--- src/rtl/if_fetch_unit_pkg.sv ---
// Shared fetch-stage definitions: words, FSM encodings, exception codes.
// Latency: n/a (declarations only).
// Backpressure: n/a.
package if_fetch_unit_pkg;

    localparam int WORD_W = 32;

    // Bubble instruction and all-zero word used on invalid or flushed IF/ID.
    localparam logic [WORD_W-1:0] NOP_WORD  = '0;
    localparam logic [WORD_W-1:0] ZERO_WORD = '0;

    // Cause code reported downstream for a misaligned fetch address.
    localparam logic [3:0] EXC_FETCH_MISALIGNED = 4'd0;

    typedef enum logic [1:0] {
        ST_FETCH  = 2'd0,
        ST_WAIT   = 2'd1,
        ST_DRAIN  = 2'd2,
        ST_BUFFER = 2'd3
    } fetch_state_t;

    // Instruction words must sit on a 4-byte boundary.
    function automatic logic is_misaligned(input logic [1:0] lsb);
        return lsb != 2'b00;
    endfunction

endpackage

--- src/rtl/if_fetch_unit_if.sv ---
// Instruction-memory req/ack port between the fetch unit and the memory.
// Latency: ack may arrive in the same cycle as req or any number of cycles later.
// Backpressure: memory stalls the fetch by withholding ack; addr is held until ack.
interface if_fetch_unit_if
    import if_fetch_unit_pkg::*;
#(
    parameter int DATA_W = WORD_W
);
    logic              mem_req_o;
    logic [DATA_W-1:0] mem_addr_o;
    logic              mem_ack_i;
    logic [DATA_W-1:0] mem_rdata_i;

    modport master (output mem_req_o, mem_addr_o, input mem_ack_i, mem_rdata_i);
    modport slave  (input mem_req_o, mem_addr_o, output mem_ack_i, mem_rdata_i);
endinterface

--- src/rtl/if_fetch_unit_skid_buf.sv ---
// One-entry {pc, inst, exc} holding register for a fetch that lands during a stall.
// Latency: loaded entry is visible on the cycle after load.
// Backpressure: none internally; owner must not load while full unless clearing.
module if_fetch_unit_skid_buf
    import if_fetch_unit_pkg::*;
#(
    parameter int DATA_W = WORD_W
)(
    input  logic              clk_i,
    input  logic              rst_i,
    input  logic              load,
    input  logic              drain,
    input  logic              clear,
    input  logic [DATA_W-1:0] in_pc,
    input  logic [DATA_W-1:0] in_inst,
    input  logic              in_exc,
    output logic [DATA_W-1:0] out_pc,
    output logic [DATA_W-1:0] out_inst,
    output logic              out_exc,
    output logic              full
);

    // Clear wins over load so a flush never leaves a stale entry behind.
    always_ff @(posedge clk_i or negedge rst_i) begin
        if (!rst_i) begin
            full     <= 1'b0;
            out_pc   <= '0;
            out_inst <= '0;
            out_exc  <= 1'b0;
        end else if (clear) begin
            full <= 1'b0;
        end else if (load) begin
            full     <= 1'b1;
            out_pc   <= in_pc;
            out_inst <= in_inst;
            out_exc  <= in_exc;
        end else if (drain) begin
            full <= 1'b0;
        end
    end

endmodule

--- src/rtl/if_fetch_unit.sv ---
// Instruction fetch: reads the word at pc_i and owns the IF/ID pipeline register.
// Latency: 0-wait memory loads IF/ID on the edge ending the request; N waits add N bubbles.
// Backpressure: stall_i holds IF/ID (one extra fetch parks in the skid buffer); stall_req_o holds PC.
module if_fetch_unit
    import if_fetch_unit_pkg::*;
#(
    parameter int                DATA_W   = WORD_W,
    parameter logic [DATA_W-1:0] NOP_INST = NOP_WORD
)(
    input  logic              clk_i,
    input  logic              rst_i,
    input  logic [DATA_W-1:0] pc_i,
    input  logic              stall_i,
    input  logic              flush_i,
    if_fetch_unit_if.master   mem,
    output logic              stall_req_o,
    output logic [DATA_W-1:0] if_pc_o,
    output logic [DATA_W-1:0] if_inst_o,
    output logic              if_valid_o,
    output logic              if_exc_o
);

    fetch_state_t      state;
    logic [DATA_W-1:0] addr_q;

    logic              req_c;
    logic [DATA_W-1:0] addr_c;
    logic              capture;
    logic [DATA_W-1:0] cap_pc;
    logic [DATA_W-1:0] cap_inst;
    logic              cap_exc;

    logic [DATA_W-1:0] skid_pc;
    logic [DATA_W-1:0] skid_inst;
    logic              skid_exc;
    logic              skid_full;
    logic              skid_load;
    logic              skid_drain;

    // Request/capture decode; a capture is what lets PC advance this cycle.
    always_comb begin
        req_c    = 1'b0;
        addr_c   = addr_q;
        capture  = 1'b0;
        cap_pc   = pc_i;
        cap_inst = mem.mem_rdata_i;
        cap_exc  = 1'b0;
        case (state)
            ST_FETCH: begin
                addr_c = pc_i;
                if (is_misaligned(pc_i[1:0])) begin
                    // Misaligned: no memory access, retire a NOP flagged as an exception.
                    capture  = 1'b1;
                    cap_inst = NOP_INST;
                    cap_exc  = 1'b1;
                end else begin
                    req_c   = 1'b1;
                    capture = mem.mem_ack_i;
                end
            end
            ST_WAIT: begin
                req_c   = 1'b1;
                cap_pc  = addr_q;
                capture = mem.mem_ack_i;
            end
            ST_DRAIN: begin
                req_c = 1'b1;
            end
            default: begin
            end
        endcase
    end

    // Reset aborts any outstanding request immediately and holds PC.
    assign mem.mem_req_o  = rst_i & req_c;
    assign mem.mem_addr_o = rst_i ? addr_c : '0;
    assign stall_req_o    = ~rst_i | ~capture;

    assign skid_load  = capture & stall_i & ~flush_i;
    assign skid_drain = (state == ST_BUFFER) & skid_full & ~stall_i & ~flush_i;

    if_fetch_unit_skid_buf #(.DATA_W(DATA_W)) u_skid (
        .clk_i    (clk_i),
        .rst_i    (rst_i),
        .load     (skid_load),
        .drain    (skid_drain),
        .clear    (flush_i),
        .in_pc    (cap_pc),
        .in_inst  (cap_inst),
        .in_exc   (cap_exc),
        .out_pc   (skid_pc),
        .out_inst (skid_inst),
        .out_exc  (skid_exc),
        .full     (skid_full)
    );

    // FSM, held request address and IF/ID register; flush outranks stall and ack.
    always_ff @(posedge clk_i or negedge rst_i) begin
        if (!rst_i) begin
            state      <= ST_FETCH;
            addr_q     <= '0;
            if_pc_o    <= '0;
            if_inst_o  <= NOP_INST;
            if_valid_o <= 1'b0;
            if_exc_o   <= 1'b0;
        end else if (flush_i) begin
            if_pc_o    <= '0;
            if_inst_o  <= NOP_INST;
            if_valid_o <= 1'b0;
            if_exc_o   <= 1'b0;
            // An unanswered request must still complete; its data is thrown away.
            if (req_c && !mem.mem_ack_i) begin
                state  <= ST_DRAIN;
                addr_q <= addr_c;
            end else begin
                state <= ST_FETCH;
            end
        end else if (capture) begin
            state <= stall_i ? ST_BUFFER : ST_FETCH;
            if (!stall_i) begin
                if_pc_o    <= cap_pc;
                if_inst_o  <= cap_inst;
                if_valid_o <= 1'b1;
                if_exc_o   <= cap_exc;
            end
        end else begin
            case (state)
                ST_FETCH: begin
                    addr_q <= pc_i;
                    state  <= ST_WAIT;
                    if (!stall_i) begin
                        if_inst_o  <= NOP_INST;
                        if_valid_o <= 1'b0;
                        if_exc_o   <= 1'b0;
                    end
                end
                ST_WAIT: begin
                    if (!stall_i) begin
                        if_inst_o  <= NOP_INST;
                        if_valid_o <= 1'b0;
                        if_exc_o   <= 1'b0;
                    end
                end
                ST_DRAIN: begin
                    if_inst_o  <= NOP_INST;
                    if_valid_o <= 1'b0;
                    if_exc_o   <= 1'b0;
                    if (mem.mem_ack_i) begin
                        state <= ST_FETCH;
                    end
                end
                default: begin
                    if (!stall_i) begin
                        if_pc_o    <= skid_pc;
                        if_inst_o  <= skid_inst;
                        if_valid_o <= skid_full;
                        if_exc_o   <= skid_exc;
                        state      <= ST_FETCH;
                    end
                end
            endcase
        end
    end

endmodule

--- src/flat_wrapper.sv ---
// flat-port wrapper written by rule: the top's interface ports become plain ports
module if_fetch_unit_flat import if_fetch_unit_pkg::*;
#(
    parameter int                DATA_W   = WORD_W,
    parameter logic [DATA_W-1:0] NOP_INST = NOP_WORD
)
  (clk_i, rst_i, pc_i, stall_i, flush_i, stall_req_o, if_pc_o, if_inst_o, if_valid_o, if_exc_o, mem_mem_req_o, mem_mem_addr_o, mem_mem_ack_i, mem_mem_rdata_i);
  if_fetch_unit_if #(.DATA_W(DATA_W)) mem_i ();
  input  logic clk_i;
  input  logic rst_i;
  input  logic [DATA_W-1:0] pc_i;
  input  logic stall_i;
  input  logic flush_i;
  output logic stall_req_o;
  output logic [DATA_W-1:0] if_pc_o;
  output logic [DATA_W-1:0] if_inst_o;
  output logic if_valid_o;
  output logic if_exc_o;
  output wire logic [$bits(mem_i.mem_req_o)-1:0] mem_mem_req_o;
  output wire logic [$bits(mem_i.mem_addr_o)-1:0] mem_mem_addr_o;
  input wire logic [$bits(mem_i.mem_ack_i)-1:0] mem_mem_ack_i;
  input wire logic [$bits(mem_i.mem_rdata_i)-1:0] mem_mem_rdata_i;
  assign mem_mem_req_o = mem_i.mem_req_o;
  assign mem_mem_addr_o = mem_i.mem_addr_o;
  assign mem_i.mem_ack_i = mem_mem_ack_i;
  assign mem_i.mem_rdata_i = mem_mem_rdata_i;
  if_fetch_unit #(.DATA_W(DATA_W), .NOP_INST(NOP_INST)) u_core (.clk_i(clk_i), .rst_i(rst_i), .pc_i(pc_i), .stall_i(stall_i), .flush_i(flush_i), .mem(mem_i), .stall_req_o(stall_req_o), .if_pc_o(if_pc_o), .if_inst_o(if_inst_o), .if_valid_o(if_valid_o), .if_exc_o(if_exc_o));
endmodule
--- config.mk ---
export PLATFORM = sky130hd
export DESIGN_NAME = if_fetch_unit_flat
export DESIGN_NICKNAME = d
export VERILOG_FILES = /design/src/rtl/if_fetch_unit_pkg.sv /design/src/rtl/if_fetch_unit_if.sv /design/src/rtl/if_fetch_unit_skid_buf.sv /design/src/rtl/if_fetch_unit.sv /design/src/flat_wrapper.sv
export SDC_FILE = /design/constraint.sdc
export NUM_CORES = 1
export LEC_CHECK = 0
export BUFFER_PORTS_ARGS = -buffer_cell sky130_fd_sc_hd__buf_2
export CORE_AREA = 2 2 154 156
export CTS_CLUSTER_SIZE = 40
export DETAILED_ROUTE_END_ITERATION = 10
export DIE_AREA = 0 0 156 158
export PLACE_DENSITY = 0.57
export SLEW_MARGIN = 20
export SYNTH_ARGS = -nofsm -noshare
export SYNTH_HDL_FRONTEND = slang
export SYNTH_SLANG_ARGS = --single-unit
--- constraint.sdc ---
create_clock -name clk_i -period 2.2 [get_ports clk_i]
set_input_delay 0.33 -clock clk_i [delete_from_list [all_inputs] [get_ports clk_i]]
set_output_delay 0.33 -clock clk_i [all_outputs]
set_load 0.005 [all_outputs]
==> flow_metrics.tcl <==
set metrics [dict create \
    ys_warn_count 0 \
    post-route-min-period_ns 2.11 \
    relSlewSlack 0.511 \
    grt_pass1_wl_mm 33.8 \
    areaGrowthSynthToFinish_pct 27.9 \
    p_clk_frac 0.250 \
    slowest_delay_ns 0.41 \
    grt_pass1_vias 6029 \
    p_per_area_nw_per_um2 1330 \
    drive_gt1_frac 0.343 \
    synth.avg_cell_area_um2 11.1 \
    finalClockSkew_ns 0.0119 \
    rsz0062_at_grt "true" \
    cts_tree "built" \
    vias 6180 \
    core_um2 23100 \
    final_net_count 972 \
    drcViolationCount 0 \
    power.total_mw 13.6 \
    cts_sinks 166 \
    drt_iter0_markers 365 \
    p_leak_nw 5.02 \
    maxSlewViolCount 0 \
    outcome "finished clean" \
    cts_buffers 17 \
    critPathMaxFanout 7 \
    dp.cells 1157 \
    synth_nets 794 \
    die_w_um 156 \
    final_hold_viol_count 0 \
    layout_commonest_cell "buf_2" \
    die_area_um2 24600 \
    rows 56 \
    wl_mm 21.4 \
    clk_pin_slew_ns 0.07 \
    cts_root_buf "clkbuf_16" \
    cp_slowest_cell "dfrtp_1" \
    cap_violations 0 \
    combinationalPowerShare 0.404 \
    worstHoldPathType "in -> reg" \
    ys_types 39 \
    critPathArrivalTime_ns 1.78 \
    path_cells "inv_2 -> ha_4 -> buf_8 -> buf_4 -> mux2i_1 -> nor2b_1 -> buf_2" \
    start_util 0.346 \
    finalCritPeriodShare 0.961 \
    overflow 0 \
    worst_slew_pin_slew_ns 0.733 \
    dp_hpwl_mm 14.1 \
    crit_type "reg -> out" \
    grt_max_degree 58 \
    utilization 0.442 \
    synthesis.area_um2 7970 \
    p_seq_frac 0.347 \
    grt_use_total 0.176 \
    h-tree-depth 4 \
    swShare 0.339 \
    gp_congestion 0.761 \
    p_int_mw 9.01 \
    endpoint_kind "output port" \
    first_pass_iters 4 \
    numPortBuffers 168 \
    antenna_found_initial 2 \
    setup_violations 0 \
    ys_seq_elements 166 \
    cp-start-kind "register" \
    ys_seq_area_frac 0.521 \
    die_y_um 158 \
    cp.required_ns 1.87 \
    multi_input_area_um2 3610 \
    ant_nets 0 \
    switchingPower_mw 4.61 \
    mostFrequentLayoutCells "buf_2 (167), dfrtp_1 (166), nand2_1 (107)" \
    fillers 2217 \
    clockBufferDepth 2 \
    netlist_instances 720 \
    vdd_drop_max_mv 0.545 \
    routed_via_density 5.14 \
    fmax_mhz 473 \
    wl_per_cell_um 17.8 \
    clkLatencyLatePin_ns 0.42 \
    final-seq-area_um2 4150 \
    layout.cells.non_filler 1202 \
    fin_setup_tns_ns 0 \
    io_pins 169 \
]
[cell families (layout without fill, tap and decap cells)]
| group | Yosys count | after routing | synth area share |
|---|---|---|---|
| AOI/OAI and AO/OA | 205 | 205 | 0.176 |
| and+or+nand+nor | 170 | 170 | 0.0990 |
| DFF | 166 | 166 | 0.521 |
| muxes | 110 | 110 | 0.159 |
| buffers and inverters | 64 | 254 | 0.0367 |
| adders and majority gates | 5 | 5 | 0.00785 |
| other | 0 | 2 | 0 |
[synth_stat cells]
cell | instances | share of area
a2111o_1 | 1 | 0.0014
a21o_1 | 1 | 0.00094
a21oi_1 | 53 | 0.033
a21oi_2 | 2 | 0.0022
a21oi_4 | 1 | 0.0020
a22oi_1 | 25 | 0.024
a31o_2 | 1 | 0.0011
a31oi_1 | 1 | 0.00079
a32o_1 | 45 | 0.056
and3_1 | 7 | 0.0055
and3b_1 | 1 | 0.0011
buf_1 | 1 | 0.00047
buf_2 | 23 | 0.014
buf_6 | 3 | 0.0042
clkbuf_1 | 30 | 0.014
clkbuf_2 | 1 | 0.00063
dfrtp_1 | 166 | 0.52
ha_1 | 5 | 0.0078
inv_1 | 6 | 0.0028
mux2_2 | 15 | 0.021
mux2_4 | 30 | 0.056
mux2i_1 | 65 | 0.082
nand2_1 | 107 | 0.050
nand2b_1 | 1 | 0.00079
nand3_1 | 8 | 0.0050
nor2_1 | 3 | 0.0014
nor2_2 | 2 | 0.0016
nor2b_1 | 34 | 0.027
nor3_2 | 2 | 0.0025
nor3b_1 | 1 | 0.00094
o211ai_1 | 1 | 0.00094
o21ai_0 | 48 | 0.030
o21ai_1 | 11 | 0.0069
o21ai_2 | 1 | 0.0011
o2bb2ai_1 | 12 | 0.013
o31ai_1 | 1 | 0.00094
o41ai_1 | 1 | 0.0011
or2_2 | 1 | 0.00079
or3_1 | 3 | 0.0024
[final timing paths]
path	startpoint	endpoint	slack (ns)	depth (start not counted)
setup / recovery	u_core.state[0]	mem_mem_addr_o[28]	0.09	7
min in group asynchronous	rst_i	u_core.addr_q[4]	0.36	2
hold reg to reg	u_core.u_skid.out_inst[0]	u_core.u_skid.out_inst[0]	0.46	2
max in group asynchronous	rst_i	u_core.u_skid.full	0.84	3
hold / removal	mem_mem_rdata_i[0]	u_core.u_skid.out_inst[0]	0.14	3
setup reg to reg	u_core.state[0]	u_core.state[1]	0.10	8
[through the flow]
step           hold slack [ns]  worst slack (ns)  instance area [um2]
2_1_floorplan           0.0344             0.255                 7970
3_3_place_gp             0.239             0.222                 9370
3_5_place_dp             0.238             0.180                 9370
4_1_cts                  0.122           -0.0308                10100
5_1_grt                  0.135           -0.0248                10200
6_report                 0.142            0.0861                10200
[final cells by class]
cell class,count,share of cell area
Inverter,6,0.00221
Antenna cell,2,0.000491
Tap cell,290,0.0356
Clock buffer,20,0.0428
Timing Repair Buffer,217,0.136
Multi-Input combinational cell,490,0.354
Sequential cell,166,0.407
Clock inverter,11,0.0218
[power groups by stage]
stage | Combinational [mW] | Sequential, mW | Clock (mW)
2_1_floorplan | 3.39 | 4.61 | 0
3_3_place_gp | 5.04 | 4.74 | 0
3_5_place_dp | 5.12 | 4.75 | 0
4_1_cts | 5.37 | 4.71 | 3.48
5_1_grt | 6.04 | 4.85 | 3.60
6_report | 5.50 | 4.72 | 3.40
[state kept, by name, indices dropped and copies added, names as in the netlist]
register / cells
u_core.addr_q: 32
u_core.if_pc_o: 32
u_core.u_skid.out_pc: 32
u_core.u_skid.out_exc: 1
u_core.u_skid.out_inst: 32
u_core.if_exc_o: 1
u_core.if_valid_o: 1
u_core.if_inst_o: 32
u_core.u_skid.full: 1
u_core.state: 2
[routing by layer]
metal  GRT usage  part of all wire
met4      0.0472             0.011
met5           0                 0
met3      0.0320             0.031
met2       0.282              0.49
met1       0.247              0.47
[worst max-delay path, delay by kind of cell, from the launching register on]
family / cells / cell delay [ns]
adders and majority gates: 1 / 0.24
buffers and inverters: 4 / 0.48
DFF: 1 / 0.41
muxes: 1 / 0.16
and+or+nand+nor: 1 / 0.06
[timing repair]
action                                 CTS  global route
hold buffers                             1             0
endpoints found under the hold margin   12             0
setup endpoints to repair               34            43
buffers inserted                         3             6
pin swaps                                1             3
gates cloned                             1             1
gates resized for setup                  3             8
(Power assumes the default switching activity.)
